<file path="src/rtl/ascon_perm_engine_pkg.sv">
// Shared ASCON types and helpers for the self-sequencing permutation engine.
package ascon_pack;

  localparam int unsigned ROUNDS_A = 12;
  localparam int unsigned ROUNDS_B = 8;

  // S0 is element [0], S4 is element [4]
  typedef logic [4:0][63:0] type_state;

  typedef enum logic {IDLE, RUN} perm_fsm_t;

  localparam logic [4:0] SBOX [32] = '{
    5'h04, 5'h0b, 5'h1f, 5'h14, 5'h1a, 5'h15, 5'h09, 5'h02,
    5'h1b, 5'h05, 5'h08, 5'h12, 5'h1d, 5'h03, 5'h06, 5'h1c,
    5'h1e, 5'h13, 5'h07, 5'h0e, 5'h00, 5'h0d, 5'h11, 5'h18,
    5'h10, 5'h0c, 5'h01, 5'h19, 5'h16, 5'h0a, 5'h0f, 5'h17
  };

  function automatic logic [7:0] round_const(input logic [3:0] r);
    return {4'(4'd15 - r), r};
  endfunction

  // Column input/output ordering is {S0,S1,S2,S3,S4} with S0 as MSB
  function automatic logic [4:0] sbox5(input logic [4:0] x);
    return SBOX[x];
  endfunction

  function automatic logic [63:0] rotr(input logic [63:0] x, input int unsigned n);
    return (x >> n) | (x << (64 - n));
  endfunction

endpackage

</file>
<file path="src/rtl/ascon_perm_engine_round.sv">
// One combinational ASCON round: constant addition, S-box layer, linear diffusion.
module ascon_round
  import ascon_pack::*;
(
  input  type_state  s_i,
  input  logic [3:0] round_i,
  output type_state  s_o
);

  type_state c_add;
  type_state s_box;

  always_comb begin
    c_add = s_i;
    c_add[2][7:0] = s_i[2][7:0] ^ round_const(round_i);
    s_box = '0;
    for (int unsigned b = 0; b < 64; b++) begin
      {s_box[0][b], s_box[1][b], s_box[2][b], s_box[3][b], s_box[4][b]} =
        sbox5({c_add[0][b], c_add[1][b], c_add[2][b], c_add[3][b], c_add[4][b]});
    end
  end

  assign s_o[0] = s_box[0] ^ rotr(s_box[0], 19) ^ rotr(s_box[0], 28);
  assign s_o[1] = s_box[1] ^ rotr(s_box[1], 61) ^ rotr(s_box[1], 39);
  assign s_o[2] = s_box[2] ^ rotr(s_box[2],  1) ^ rotr(s_box[2],  6);
  assign s_o[3] = s_box[3] ^ rotr(s_box[3], 10) ^ rotr(s_box[3], 17);
  assign s_o[4] = s_box[4] ^ rotr(s_box[4],  7) ^ rotr(s_box[4], 41);

endmodule

</file>
<file path="src/rtl/ascon_perm_engine.sv">
// Self-sequencing ASCON p^a / p^b permutation with begin/end XOR and start/done handshake.
module ascon_perm_engine
  import ascon_pack::*;
#(
  parameter int unsigned UNROLL = 1
) (
  input  logic         clock_i,
  input  logic         rst_i,
  input  logic         start_i,
  input  logic         mode_i,
  input  logic         init_state_i,
  input  type_state    S_i,
  input  logic         xor_begin_en_i,
  input  logic [127:0] data_begin_i,
  input  logic         xor_end_en_i,
  input  logic [191:0] data_end_i,
  output logic         ready_o,
  output logic         done_o,
  output type_state    S_o,
  output logic [127:0] cipher_o,
  output logic [127:0] tag_o
);

  if (UNROLL != 1 && UNROLL != 2 && UNROLL != 4) begin : g_bad_unroll
    $error("ascon_perm_engine: UNROLL must be 1, 2 or 4");
  end

  perm_fsm_t    fsm_q, fsm_d;
  type_state    state_q, state_d;
  logic [127:0] cipher_q, cipher_d;
  logic [3:0]   round_q, round_d;
  logic         done_q, done_d;
  logic         end_en_q, end_en_d;
  logic [191:0] end_data_q, end_data_d;

  type_state    stage [UNROLL+1];
  type_state    base;
  logic [4:0]   round_sum;

  assign stage[0] = state_q;

  for (genvar g = 0; g < UNROLL; g++) begin : g_round
    ascon_round u_round (
      .s_i     (stage[g]),
      .round_i (round_q + 4'(g)),
      .s_o     (stage[g+1])
    );
  end

  assign round_sum = 5'(round_q) + 5'(UNROLL);

  // Mode is not stored separately: it is fully captured by round_q's start value.
  always_comb begin
    fsm_d      = fsm_q;
    state_d    = state_q;
    cipher_d   = cipher_q;
    round_d    = round_q;
    done_d     = 1'b0;
    end_en_d   = end_en_q;
    end_data_d = end_data_q;
    base       = init_state_i ? S_i : state_q;
    if (xor_begin_en_i) begin
      base[0] = base[0] ^ data_begin_i[127:64];
      base[1] = base[1] ^ data_begin_i[63:0];
    end
    case (fsm_q)
      IDLE: begin
        if (start_i) begin
          state_d    = base;
          cipher_d   = {base[0], base[1]};
          round_d    = mode_i ? 4'(ROUNDS_A - ROUNDS_B) : 4'd0;
          end_en_d   = xor_end_en_i;
          end_data_d = data_end_i;
          fsm_d      = RUN;
        end
      end
      RUN: begin
        if (round_q >= 4'(ROUNDS_A)) begin
          fsm_d = IDLE;
        end else begin
          state_d = stage[UNROLL];
          round_d = round_sum[3:0];
          if (round_sum == 5'(ROUNDS_A)) begin
            if (end_en_q) begin
              state_d[2] = stage[UNROLL][2] ^ end_data_q[191:128];
              state_d[3] = stage[UNROLL][3] ^ end_data_q[127:64];
              state_d[4] = stage[UNROLL][4] ^ end_data_q[63:0];
            end
            fsm_d  = IDLE;
            done_d = 1'b1;
          end
        end
      end
      default: fsm_d = IDLE;
    endcase
  end

  always_ff @(posedge clock_i or negedge rst_i) begin
    if (!rst_i) begin
      fsm_q      <= IDLE;
      state_q    <= '0;
      cipher_q   <= '0;
      round_q    <= '0;
      done_q     <= 1'b0;
      end_en_q   <= 1'b0;
      end_data_q <= '0;
    end else begin
      fsm_q      <= fsm_d;
      state_q    <= state_d;
      cipher_q   <= cipher_d;
      round_q    <= round_d;
      done_q     <= done_d;
      end_en_q   <= end_en_d;
      end_data_q <= end_data_d;
    end
  end

  assign ready_o  = (fsm_q == IDLE);
  assign done_o   = done_q;
  assign S_o      = state_q;
  assign cipher_o = cipher_q;
  assign tag_o    = {state_q[3], state_q[4]};

endmodule

</file>
<file path="config.mk">
export PLATFORM = sky130hd
export DESIGN_NAME = ascon_perm_engine
export DESIGN_NICKNAME = d
export VERILOG_FILES = /design/src/rtl/ascon_perm_engine_pkg.sv /design/src/rtl/ascon_perm_engine_round.sv /design/src/rtl/ascon_perm_engine.sv
export SDC_FILE = /design/constraint.sdc
export NUM_CORES = 2
export LEC_CHECK = 0
export CAP_MARGIN = 20
export CORE_AREA = 4 4 471 473
export DETAILED_ROUTE_END_ITERATION = 7
export DIE_AREA = 0 0 475 477
export PLACE_DENSITY_LB_ADDON = 0.3
export SLEW_MARGIN = 15
export SYNTH_ARGS = -nofsm -noshare
export SYNTH_HDL_FRONTEND = slang
export SYNTH_HIERARCHICAL = 1
export SYNTH_SLANG_ARGS = --single-unit
</file>
<file path="constraint.sdc">
create_clock -name clock_i -period 7 [get_ports clock_i]
set_clock_uncertainty 0.15 [all_clocks]
set_input_delay 2.1 -clock clock_i [delete_from_list [all_inputs] [get_ports clock_i]]
set_output_delay 2.1 -clock clock_i [all_outputs]
set_load 0.1 [all_outputs]
</file>
==> results.cfg <==
[routing]
first_iter_violations = 5863
drt_wl_total_um = 373000
wl_per_cell_um = 35.1
route.detailed.drc = 0
via_per_inst = 5.23
detail_route.first_pass.iterations = 6
vias = 55600
ant_nets = 0

[synth]
yosys_warnings = 6
synth.avg_cell_area_um2 = 8.10
synth_edf_count = 0
ys_ff_latch = 647
synth-async-reset-ratio = 1.00
ys_seq_area_frac = 0.286
synth_cell_type_count = 67
netlist_instances = 6980
synth_area_um2 = 56600
synth_ff_type = dfrtp_1
syn_nets = 7979

[clocking]
cts_setup_buffers = 0
cts_buffer_depth = 3
clk_pin_slew_ps = 70
numCtsBuffers = 89
htree_levels = 3
clk-insertion-delay-late_ps = 770
cts_tree = built
root_buffer = clkbuf_16
hold_buffers = 0
clock_sinks = 647
cts_resized = 0

[die]
io_pins = 1225
dieArea_um2 = 227000
die_h_um = 477
rows = 171
core_um2 = 217000
die_w_um = 475
start_util = 0.261

[sta]
drv_slew = 0
setup_viol_count_final = 0
rsz0062_at_grt = no
worstMarginPinSlew_ps = 1330
post-route-period-util = 0.784
slew_headroom = 0.110
timing.hold.ws_ps = 325
tns_ps = 0
fin_crit_ps = 5490
fmax_ghz = 0.182
layout_setup_ws_ps = 1510
final-hold-violation-count = 0

[worst_setup_path]
cp_slowest_stage_delay_ps = 1070
path_max_fanout = 66
crit_slowest_cell = clkdlybuf4s50_1
path_delay_family = buffers and inverters
path_class = flip-flop to output port
crit_arrival_ps = 3240
cp.buffers_inverters = 2
crit_required_ps = 4750
cp-end-kind = output port
path_cells = inv_1 > clkdlybuf4s50_1
cp-start-kind = flip-flop

[final_layout]
multi_input_area_um2 = 34700
drive_above_1_share = 0.0670
final-seq-area_um2 = 16200
instances_no_fill = 10600
nets = 8661
area_delta_synth_final_pct = 28.3
fillers = 22900

[global_routing]
overflow = 0
grt.total_usage = 0.316
antenna_found_initial = 100
grt_pass1_wl_um = 487000
grt_pass1_vias = 52800
grt_max_degree = 193

[place]
numPortBuffers = 1224
gp_congestion = 0.962
dp_cells = 10400
dp_hpwl_um = 304000
preCtsSetupSlack_ps = 2170

[worst_hold_path]
hp-class = flip-flop to flip-flop

[flow_run]
cap_violations = 0

[run_status]
outcome = completed
-- cell families after synthesis --
group,after synthesis,share of synthesized area
muxes,192,0.0352
and+or+nand+nor,1908,0.134
AOI/OAI and AO/OA,1560,0.167
adders and majority gates,408,0.0878
xor gates and xnor gates,1196,0.187
DFF,647,0.286
buffers and inverters,1069,0.103
-- state kept, by name, indices dropped and copies added (netlist names) --
| register | cells |
|---|---|
| end_data_q | 192 |
| done_o | 1 |
| fsm_q | 1 |
| S_o | 320 |
| cipher_o | 128 |
| end_en_q | 1 |
| round_q | 4 |
-- synth_stat cells, drive strengths merged (3+ instances only) --
cell type,instances,area share
ha,352,0.078
o31ai,8,0.0011
nor3b,3,0.00040
o311ai,8,0.0012
nor4b,3,0.00046
nor3,86,0.0076
a221oi,4,0.00062
nor2b,23,0.0025
o21bai,4,0.00053
nand3,23,0.0020
xnor2,677,0.11
dfrtp,647,0.29
clkbuf,294,0.020
a21o,10,0.0013
or2,9,0.0010
nand4,3,0.00033
and3,11,0.0012
mux2i,186,0.033
nor2,429,0.028
or3,9,0.0010
nand2,1273,0.084
mux4,5,0.0020
a211oi,12,0.0016
a21oi,548,0.049
inv,205,0.014
o221ai,12,0.0021
a31oi,4,0.00044
a221o,117,0.021
buf,570,0.070
or3b,4,0.00062
o22ai,195,0.022
o21ai,415,0.037
maj3,56,0.0099
a211o,7,0.0011
o211ai,205,0.027
xor2,519,0.081
nand2b,22,0.0024
-- per-layer routing --
metal  share of wire  track usage
met1            0.42        0.413
met2            0.44        0.484
met3           0.080       0.0721
met4           0.058        0.162
met5         0.00082            0
-- path summary, 6_finish.rpt --
| kind | startpoint | endpoint | slack (ps) | depth (start not counted) |
|---|---|---|---|---|
| worst max-delay path | fsm_q$_DFF_PN0_ | ready_o | 1510 | 2 |
| worst min-delay path | end_data_q[68]$_DFFE_PN0P_ | end_data_q[68]$_DFFE_PN0P_ | 320 | 2 |
| worst max register to register | S_o[209]$_DFFE_PN0P_ | S_o[81]$_DFFE_PN0P_ | 2730 | 12 |
| worst min register to register | end_data_q[68]$_DFFE_PN0P_ | end_data_q[68]$_DFFE_PN0P_ | 320 | 2 |
| max in group asynchronous | rst_i | cipher_o[74]$_DFFE_PN0P_ | 3960 | 2 |
| min in group asynchronous | rst_i | S_o[256]$_DFFE_PN0P_ | 1280 | 1 |
-- cell usage in the layout (no fill, tap or decap), types with 21 or more instances in the layout --
master / n
inv_1: 205
nor2_1: 428
nand2b_1: 22
nor2b_1: 21
o211ai_1: 205
dfrtp_1: 646
buf_4: 266
diode_2: 45
nor3_1: 86
xnor2_1: 669
buf_12: 22
nand3_1: 23
mux2i_1: 181
a21oi_1: 541
a221o_1: 117
clkdlybuf4s50_1: 1162
nand2_1: 1269
o21ai_0: 408
o22ai_1: 194
maj3_1: 55
xor2_1: 509
ha_1: 352
clkbuf_16: 91
-- worst register-to-register path: cells and delay by family, from the launching register on --
kind            cells  cell delay (ps)
flops               1              700
simple gates        2              830
xor+xnor            2              810
compound gates      5              730
buf+inv             2              520
fa+ha+maj           1              440
-- through the flow --
stage                     instance area (um^2)   util
final                                    72600  0.334
after global routing                     72500  0.334
after CTS                                72400  0.334
after detailed placement                 69400  0.320
after global placement                   69200  0.319
after floorplan                          56600      -
-- area by class of cell --
type / instances / area share
multi-input cells: 5264 / 0.478
flip-flops and latches: 647 / 0.223
repair buffers: 1455 / 0.195
well taps: 2854 / 0.0492
clock buffers: 117 / 0.0349
inverters: 205 / 0.0106
clock inverters: 45 / 0.00702
diodes: 45 / 0.00155
Power is not shown: default switching activity piles up to over one toggle a cycle in this logic, so the estimate is an artifact.
